$ cat src/rtl/song_player.sv
// Song sequencer: fetches one-hot notes from memory, holds each for a beat,
// and drives a square-wave buzzer plus LED mirror of the current note.
module song_player #(
    parameter int CLK_HZ      = 100_000_000,
    parameter int BEAT_CYCLES = 25_000_000,
    parameter int GAP_CYCLES  = 2_500_000,
    parameter int SONG_LEN    = 14,
    parameter int ADDR_W      = 7
) (
    input  logic              clk,
    input  logic              rst_n,
    input  logic              start,
    input  logic              pause,
    input  logic              stop,
    output logic [ADDR_W-1:0] mem_addr,
    input  logic [9:0]        mem_data,
    output logic [9:0]        note_onehot,
    output logic              buzzer,
    output logic              busy,
    output logic              done
);

    localparam int HP_DO = CLK_HZ / (2 * 523);
    localparam int HP_RE = CLK_HZ / (2 * 587);
    localparam int HP_MI = CLK_HZ / (2 * 659);
    localparam int HP_FA = CLK_HZ / (2 * 698);
    localparam int HP_SO = CLK_HZ / (2 * 784);
    localparam int HP_LA = CLK_HZ / (2 * 880);
    localparam int HP_SI = CLK_HZ / (2 * 988);

    // DO has the lowest pitch, hence the longest half-period.
    localparam int TONE_W = (HP_DO > 1) ? $clog2(HP_DO) : 1;
    localparam int BEAT_W = (BEAT_CYCLES > 1) ? $clog2(BEAT_CYCLES) : 1;

    localparam logic [BEAT_W-1:0] BEAT_LAST = BEAT_W'(BEAT_CYCLES - 1);
    localparam logic [BEAT_W:0]   GAP_START =
        (BEAT_W + 1)'(BEAT_CYCLES - GAP_CYCLES);
    localparam logic [ADDR_W-1:0] LAST_IDX  = ADDR_W'(SONG_LEN - 1);

    typedef enum logic [2:0] {
        IDLE,
        FETCH,
        LOAD,
        PLAY,
        DONE
    } state_t;

    state_t state;
    state_t stateNext;

    logic [ADDR_W-1:0] idx;
    logic [9:0]        noteReg;
    logic [BEAT_W-1:0] beat;
    logic [BEAT_W-1:0] beatNext;
    logic [TONE_W-1:0] toneCnt;
    logic [TONE_W-1:0] hpLast;
    logic              toneValid;
    logic              beatLast;
    logic              lastNote;
    logic              inTone;
    logic              inGapNext;
    logic              toneWrap;

    // Only a single hot bit among the seven pitch bits produces a tone.
    always_comb begin
        toneValid = 1'b1;
        hpLast    = '0;
        case (noteReg)
            10'h001: hpLast = TONE_W'(HP_DO - 1);
            10'h002: hpLast = TONE_W'(HP_RE - 1);
            10'h004: hpLast = TONE_W'(HP_MI - 1);
            10'h008: hpLast = TONE_W'(HP_FA - 1);
            10'h010: hpLast = TONE_W'(HP_SO - 1);
            10'h020: hpLast = TONE_W'(HP_LA - 1);
            10'h040: hpLast = TONE_W'(HP_SI - 1);
            default: toneValid = 1'b0;
        endcase
    end

    always_comb begin
        beatNext  = beat + 1'b1;
        beatLast  = (beat == BEAT_LAST);
        lastNote  = (idx == LAST_IDX);
        inTone    = ({1'b0, beat} < GAP_START);
        inGapNext = ({1'b0, beatNext} >= GAP_START);
        toneWrap  = (toneCnt == hpLast);
    end

    always_comb begin
        stateNext = state;
        unique case (state)
            IDLE:  if (start) stateNext = FETCH;
            FETCH: stateNext = LOAD;
            LOAD:  stateNext = PLAY;
            PLAY: begin
                if (!pause && beatLast) begin
                    stateNext = lastNote ? DONE : FETCH;
                end
            end
            DONE:    stateNext = IDLE;
            default: stateNext = IDLE;
        endcase
        if (stop) stateNext = IDLE;
    end

    always_ff @(posedge clk or negedge rst_n) begin
        if (!rst_n) begin
            state <= IDLE;
        end else begin
            state <= stateNext;
        end
    end

    always_ff @(posedge clk or negedge rst_n) begin
        if (!rst_n) begin
            idx         <= '0;
            mem_addr    <= '0;
            noteReg     <= '0;
            note_onehot <= '0;
            beat        <= '0;
            toneCnt     <= '0;
            buzzer      <= 1'b0;
            busy        <= 1'b0;
            done        <= 1'b0;
        end else begin
            busy <= (stateNext != IDLE);
            done <= (stateNext == DONE);
            if (stop) begin
                idx         <= '0;
                mem_addr    <= '0;
                note_onehot <= '0;
                buzzer      <= 1'b0;
            end else begin
                unique case (state)
                    IDLE: begin
                        if (start) begin
                            idx      <= '0;
                            mem_addr <= '0;
                        end
                    end
                    FETCH: ;
                    LOAD: begin
                        noteReg     <= mem_data;
                        note_onehot <= mem_data;
                        beat        <= '0;
                        toneCnt     <= '0;
                        buzzer      <= 1'b0;
                    end
                    PLAY: begin
                        if (pause) begin
                            buzzer <= 1'b0;
                        end else if (beatLast) begin
                            buzzer <= 1'b0;
                            if (!lastNote) begin
                                idx      <= idx + 1'b1;
                                mem_addr <= idx + 1'b1;
                            end
                        end else begin
                            beat <= beatNext;
                            if (inTone && toneValid) begin
                                toneCnt <= toneWrap ? '0 : toneCnt + 1'b1;
                                if (toneWrap) buzzer <= ~buzzer;
                            end else begin
                                toneCnt <= '0;
                            end
                            // Entering the articulation gap silences everything.
                            if (inGapNext) begin
                                buzzer      <= 1'b0;
                                note_onehot <= '0;
                            end
                        end
                    end
                    DONE: begin
                        idx      <= '0;
                        mem_addr <= '0;
                    end
                    default: ;
                endcase
            end
        end
    end

endmodule

$ cat config.mk
export PLATFORM = sky130hd
export DESIGN_NAME = song_player
export DESIGN_NICKNAME = d
export VERILOG_FILES = /design/src/rtl/song_player.sv
export SDC_FILE = /design/constraint.sdc
export NUM_CORES = 1
export LEC_CHECK = 0
export ABC_CLOCK_PERIOD_IN_PS = 2700
export CORE_MARGIN = 5
export CORE_UTILIZATION = 54
export CTS_CLUSTER_DIAMETER = 30
export DETAILED_ROUTE_END_ITERATION = 12
export GPL_TIMING_DRIVEN = 0
export PLACE_DENSITY_LB_ADDON = 0.08
export SLEW_MARGIN = 20
export SYNTH_ARGS = -nofsm -noshare
export SYNTH_HDL_FRONTEND = slang
export SYNTH_SLANG_ARGS = --single-unit
$ cat constraint.sdc
create_clock -name clk -period 2.7 [get_ports clk]
set_input_delay 0.54 -clock clk [delete_from_list [all_inputs] [get_ports clk]]
set_output_delay 0.54 -clock clk [all_outputs]
set_load 0.005 [all_outputs]
* After elaboration in Yosys (flattened, before gate mapping) *
Cells that the tools add are included.

word-level totals
  logic and storage cells = 88
  output and inout port bits = 20
  bits of input ports = 15
  flip-flop bits (word level) = 75

cells by class
  reduce and logical (&&, ||, !) cells = 14
  bitwise operators = 2
  $lt $le $gt $ge = 2
  muxes and demuxes = 33
  $add $sub $neg = 3
  eq/ne operators = 25

operators with widths
  operator                                                    count
  case mux 17 bit (7 select lines)                            1
  2-to-1 mux 17 bit                                           4
  2-to-1 mux 25 bit                                           2
  case mux 25 bit (2 select lines)                            1
  2-to-1 mux 10 bit                                           4
  2-to-1 mux 7 bit                                            5
  case mux 17 bit (2 select lines)                            1
  adder 25 x 1 -> 25 bit (second input constant)              1
  equality test 25 bit (second input constant)                1
  greater-or-equal comparator 25 bit (second input constant)  1
  less-than comparator 25 bit (second input constant)         1
  case mux 7 bit (3 select lines)                             1
  case mux 10 bit (2 select lines)                            1
  != test 3 bit (second input constant)                       6
  adder 17 x 1 -> 17 bit (second input constant)              1
  equality test 17 bit                                        1
  2-to-1 mux 3 bit                                            4
  != test 6 bit (second input constant)                       2
  case mux 3 bit (4 select lines)                             1
  equality test 10 x 1 -> 1 bit (second input constant)       1
  equality test 10 x 2 -> 1 bit (second input constant)       1
  equality test 10 x 3 -> 1 bit (second input constant)       1
  equality test 10 x 4 -> 1 bit (second input constant)       1
  equality test 10 x 5 -> 1 bit (second input constant)       1
  22 further kinds                                            35

* Logic depth before layout (Yosys ltp) *
Gate-level depths: netlist (run 1).

  depth after elaboration = 10
  gate-level depth with buffers = 12
  mapped depth without buffers = 10

* Worst setup path before layout (run 1) *
OpenSTA, ideal clock, no wires.

  path kind = reg2reg
  start point = register noteReg[7]
  end point = register toneCnt[2]
  required time = 2.575 ns
  clock period less this slack = 2.705 ns
  buffers on the path = 2
  setup time = 0.125 ns
  setup slack = -0.005 ns
  stages on the path, launching flop included = 12
  arrival = 2.579 ns
  cell sequence = dfrtp_1 -> or3_1 -> clkbuf_2 -> or4_4 -> o31a_1 -> a211oi_2 -> nand4_1 -> nor4_2 -> a211oi_2 -> buf_6 -> nand4b_1 -> nand3_1

on the way
  cells in the longest elaborated chain, start to end = 8
  elaborated cells between the ends (all ways) = 17
  classes of those cells = 8 x eq/ne; 7 x mux; 2 x reduce/logical

RTL lines
  item                                                                           RTL line  text
  start, declared                                                                52        logic [9:0] noteReg;
  start signal, assigned                                                         143       noteReg <= mem_data;
  equality test 10 x 7 -> 1 bit (tied with other cells)                          68        case (noteReg)
  case mux 17 bit (7 select lines) / OR reduction 7 bit (equally long branches)  --
  equality test 17 bit / 2-to-1 mux 1 bit (equally long branches)                86, 68
  2-to-1 mux 17 bit / logical AND 1 bit (equally long branches)                  161, 160
  2-to-1 mux 17 bit *                                                            160       if (inTone && toneValid) begin
  2-to-1 mux 17 bit *                                                            152       end else if (beatLast) begin
  2-to-1 mux 17 bit *                                                            150       if (pause) begin
  case mux 17 bit (2 select lines) *                                             134       unique case (state)
  end signal, assigned                                                           161       toneCnt <= toneWrap ? '0 : toneCnt + 1'b1;
  end, declared                                                                  55        logic [TONE_W-1:0] toneCnt;

Mark *: on every way between the ends. The rest lies on a longest branch, timed or not. The select of a mux whose other input is x is not followed.
A chain may end at the register's enable or synchronous reset.

* Worst setup path after layout (run 1) *
  start point = register noteReg[9]
  end point = register toneCnt[15]

The elaborated chain is that of the path after synthesis.

==> metrics.md, run 1 <==
| Metric | Value |
|---|---|
| Post-DRT Antenna Nets | 0 |
| Min Tclk post-route | 2.93 ns |
| Post-Place Worst Slack | -0.523 ns |
| Outcome | finished, violations left |
| Initial antenna violation count | 0 |
| Worst-case clock buffer depth | 2 |
| Ys Warns | 0 |
| Crit Path Class | flop to flop |
| Post-synthesis sequential area ratio | 35.8% |
| CP endpoint kind | flop |
| Die height | 108 µm |
| Int Power | 1.94 mW |
| Largest net degree at the start of global routing | 50 |
| H-tree levels | 3 |
| FF-to-FF End | toneCnt[15]$_DFFE_PN0P_ |
| Worst-path cell chain | or3_1, clkbuf_8, or4_4, o31a_1, a211oi_2, nand4_1, nor4_4, a211oi_4, buf_4, nand2_1, nand3_1 |
| Area grow syn2layout | 21.7% |
| Post-synthesis async set-or-reset flop share | 100% |
| Skew final | 0.00856 ns |
| Setup tns final | -3.41 ns |
| Worst Slack Setup Final | -0.234 ns |
| Vias | 5235 |
| Dominant synthesized flop cell | dfrtp_1 |
| Psw | 1.14 mW |
| Post-synth EDFFs | 0 |
| Clk pin slew, worst setup/hold paths | 0.07 ns |
| Fmax | 341 MHz |
| Global-route wire length before repair | 24.3 mm |
| Crit path to | toneCnt[15]$_DFFE_PN0P_ |
| Antenna diodes | 0 |
| CP arrival | 3.18 ns |
| Final setup violating endpoints | 18 |
| Reg2reg start | noteReg[9]$_DFFE_PN0P_ |
| Synth Register Bits | 75 |
| Power density cells | 485 nW/µm² |
| Net count of the mapped netlist | 673 |
| HP Class | input pin to asynchronous set/reset pin |
| Worst path slowest cell | or4_4 |
| Yosys cell types | 70 |
| Syn Inst Count | 654 |
| Comb pwr share | 35.4% |
| Global placement routability congestion | 0.906 |
| Clk Latency, worst-skew pair | 0.36 ns |
| Slew of the pin with the lowest slew margin | 0.702 ns |
| Syn_area_per_cell | 8.01 µm² |
| Crit. Startpoint | noteReg[9]$_DFFE_PN0P_ |
| CP Max Fanout | 5 |
| R2R cell count | 11 |
| Core area | 9590 µm² |
| Slowest stage delay, CP | 0.43 ns |
| RSZ-0062 raised after global routing | yes |
| Wire per inst | 17.4 µm |
| Initial core utilization | 54.6% |
| Crit path depth | 11 |
| Worst VDD drop | 0.244 mV |
| Grt ovf | 0 |
| Final WL | 14.9 mm |
| Leakage | 2.63 nW |
| Pins Over Slew Limit | 0 |
| Crit share post-route | 109% |
| Starting DRC count in detailed routing | 346 |
| Root Driver | clkbuf_8 |
| Switch share | 37.1% |
| Die W | 108 µm |
| Slew headroom | 52.8% |
| Cts hold-fix bufs | 0 |
| Layout cells sized above 1 | 18.3% |
| FP Rows | 36 |
| CTS Sinks | 75 |
| CTS tree | built |
| Post-layout nets | 736 |
| Worst path buffer plus inverter count | 2 |
| # IOs | 35 |
| Data required, critical path | 2.95 ns |
| IO Port Bufs | 34 |
| DRC | 0 |
| Max cap viols | 0 |
| Total track usage | 25.7% |
| CP startpoint kind | flop |
| Share of power burned in the clock network | 23.7% |
| Post-Syn Area | 5240 µm² |
| Worst reg2reg setup slack | -0.23 ns |
| Post-DP HPWL | 10.3 mm |
| Fin. Hold Viols | 0 |
| CTS buffer count | 9 |
| Sequential power share | 41.0% |
| Post-DR vias/cell | 6.14 |
| Failing checks | negative setup slack |
| Die area | 11800 µm² |
| Number of global-route vias before repair | 5028 |
| DR pass1 iterations | 5 |
| Critical path's top delay family | simple AND/OR/NAND/NOR gates |
cell type report:
class	count	area, µm²
inverter	11	41.3
multi-input combinational	517	3340
tap	133	166
sequential	75	1880
buffer	46	265
timing repair buffer	57	534
fill	811	3220
clock inverter	3	17.5
clock buffer	11	131
timing repair:
item                                    CTS  global route
cloned                                    0             3
gates resized for setup                  37            59
setup buffers                             8            12
endpoints found under the setup margin   54            39
pin swaps                                10            24
worst min-delay path by stage:
| stage | startpoint | to | slack (ns) | cells past startpoint |
|---|---|---|---|---|
| floorplan | rst_n | beat[0]$_DFFE_PN0P_ | 0.24 | 0 |
| global placement | buzzer$_DFFE_PN0P_ | buzzer$_DFFE_PN0P_ | 0.46 | 1 |
| detailed placement | rst_n | toneCnt[11]$_DFFE_PN0P_ | 0.48 | 1 |
| CTS | rst_n | toneCnt[11]$_DFFE_PN0P_ | 0.09 | 1 |
| global route | rst_n | toneCnt[11]$_DFFE_PN0P_ | 0.10 | 1 |
| finish | rst_n | toneCnt[11]$_DFFE_PN0P_ | 0.09 | 1 |
cell usage in the layout, fill, tap and decap left out, types with 15 or more instances in the layout:
| cell | n |
|---|---|
| nand2_1 | 88 |
| a21oi_1 | 16 |
| nor3_1 | 16 |
| nand3_1 | 25 |
| nor2_1 | 44 |
| buf_4 | 27 |
| o31ai_1 | 15 |
| dfrtp_1 | 72 |
| clkbuf_1 | 20 |
| o21ai_0 | 63 |
| nand4_1 | 15 |
| xor2_1 | 16 |
| clkdlybuf4s50_1 | 33 |
sequential cells by signal, summed over array words and instances (netlist names), 3 cells and up:
signal       count
beat            25
note_onehot     10
noteReg         10
state            3
toneCnt         17
idx              7
Yosys cell counts, drive strengths merged (8+ instances only):
cell | instances | area share (%)
a22oi | 8 | 1.1
dfrtp | 75 | 36
nand2 | 91 | 6.5
o21ai | 70 | 6.7
nor2b | 8 | 0.96
xnor2 | 9 | 1.5
a31oi | 10 | 1.2
inv | 10 | 0.72
nand4 | 15 | 1.8
nand3 | 39 | 3.7
o31ai | 15 | 2.2
clkbuf | 37 | 2.7
nor2 | 48 | 3.5
and3 | 13 | 1.6
o211ai | 13 | 1.9
buf | 15 | 2.1
nor4 | 11 | 1.7
nor3 | 20 | 1.9
and2 | 10 | 1.2
xor2 | 16 | 2.7
a21oi | 17 | 1.6
through the flow:
stage | total power [mW] | utilization [%] | instance area (µm²) | instances | hold WS, ns
CTS | 3.05 | 63.6 | 6100 | 841 | 0.0864
detailed placement | 2.23 | 60.1 | 5770 | 822 | 0.484
finish | 3.09 | 66.4 | 6370 | 853 | 0.0884
global route | 3.26 | 66.4 | 6370 | 853 | 0.104
global placement | 2.21 | 59.9 | 5740 | 821 | 0.464
floorplan | 1.94 | - | 5240 | 654 | 0.244
kinds of logic (layout without fill, tap and decap cells):
logic type | after synthesis | count (layout) | share of synthesized area, %
flip-flops | 75 | 75 | 35.8
multiplexers | 13 | 13 | 2.65
buffers and inverters | 63 | 128 | 5.61
XOR/XNOR | 25 | 25 | 4.18
AND/OR/NAND/NOR | 296 | 297 | 28.8
AO/OA/AOI/OAI | 178 | 178 | 22.0
adder cells (fa/ha/maj) | 4 | 4 | 0.956
layer usage:
metal | share of wire, % | wire [µm] | GRT usage, %
met5 | 0 | 0 | 0
met4 | 2.7 | 407 | 10.6
met3 | 4.8 | 720 | 4.42
met2 | 49 | 7280 | 42.6
met1 | 43 | 6450 | 33.1
power by group through the flow:
stage	clock network (mW)	registers, mW	logic, mW
floorplan	0	1.26	0.679
global placement	0	1.27	0.932
detailed placement	0	1.28	0.950
CTS	0.752	1.25	1.05
global route	0.806	1.27	1.18
finish	0.731	1.27	1.09
Note: power is estimated with default switching activity, not from simulation.
==> inputs of run 2 (changes only) <==
--- a/config.mk
+++ b/config.mk
@@ -9,6 +9,7 @@
 export CORE_MARGIN = 5
 export CORE_UTILIZATION = 54
 export CTS_CLUSTER_DIAMETER = 30
+export CTS_CLUSTER_SIZE = 8
 export DETAILED_ROUTE_END_ITERATION = 12
 export GPL_TIMING_DRIVEN = 0
 export PLACE_DENSITY_LB_ADDON = 0.08
==> results of run 2 <==
The final DEF is identical to that of run 1; final timing and power are the same.
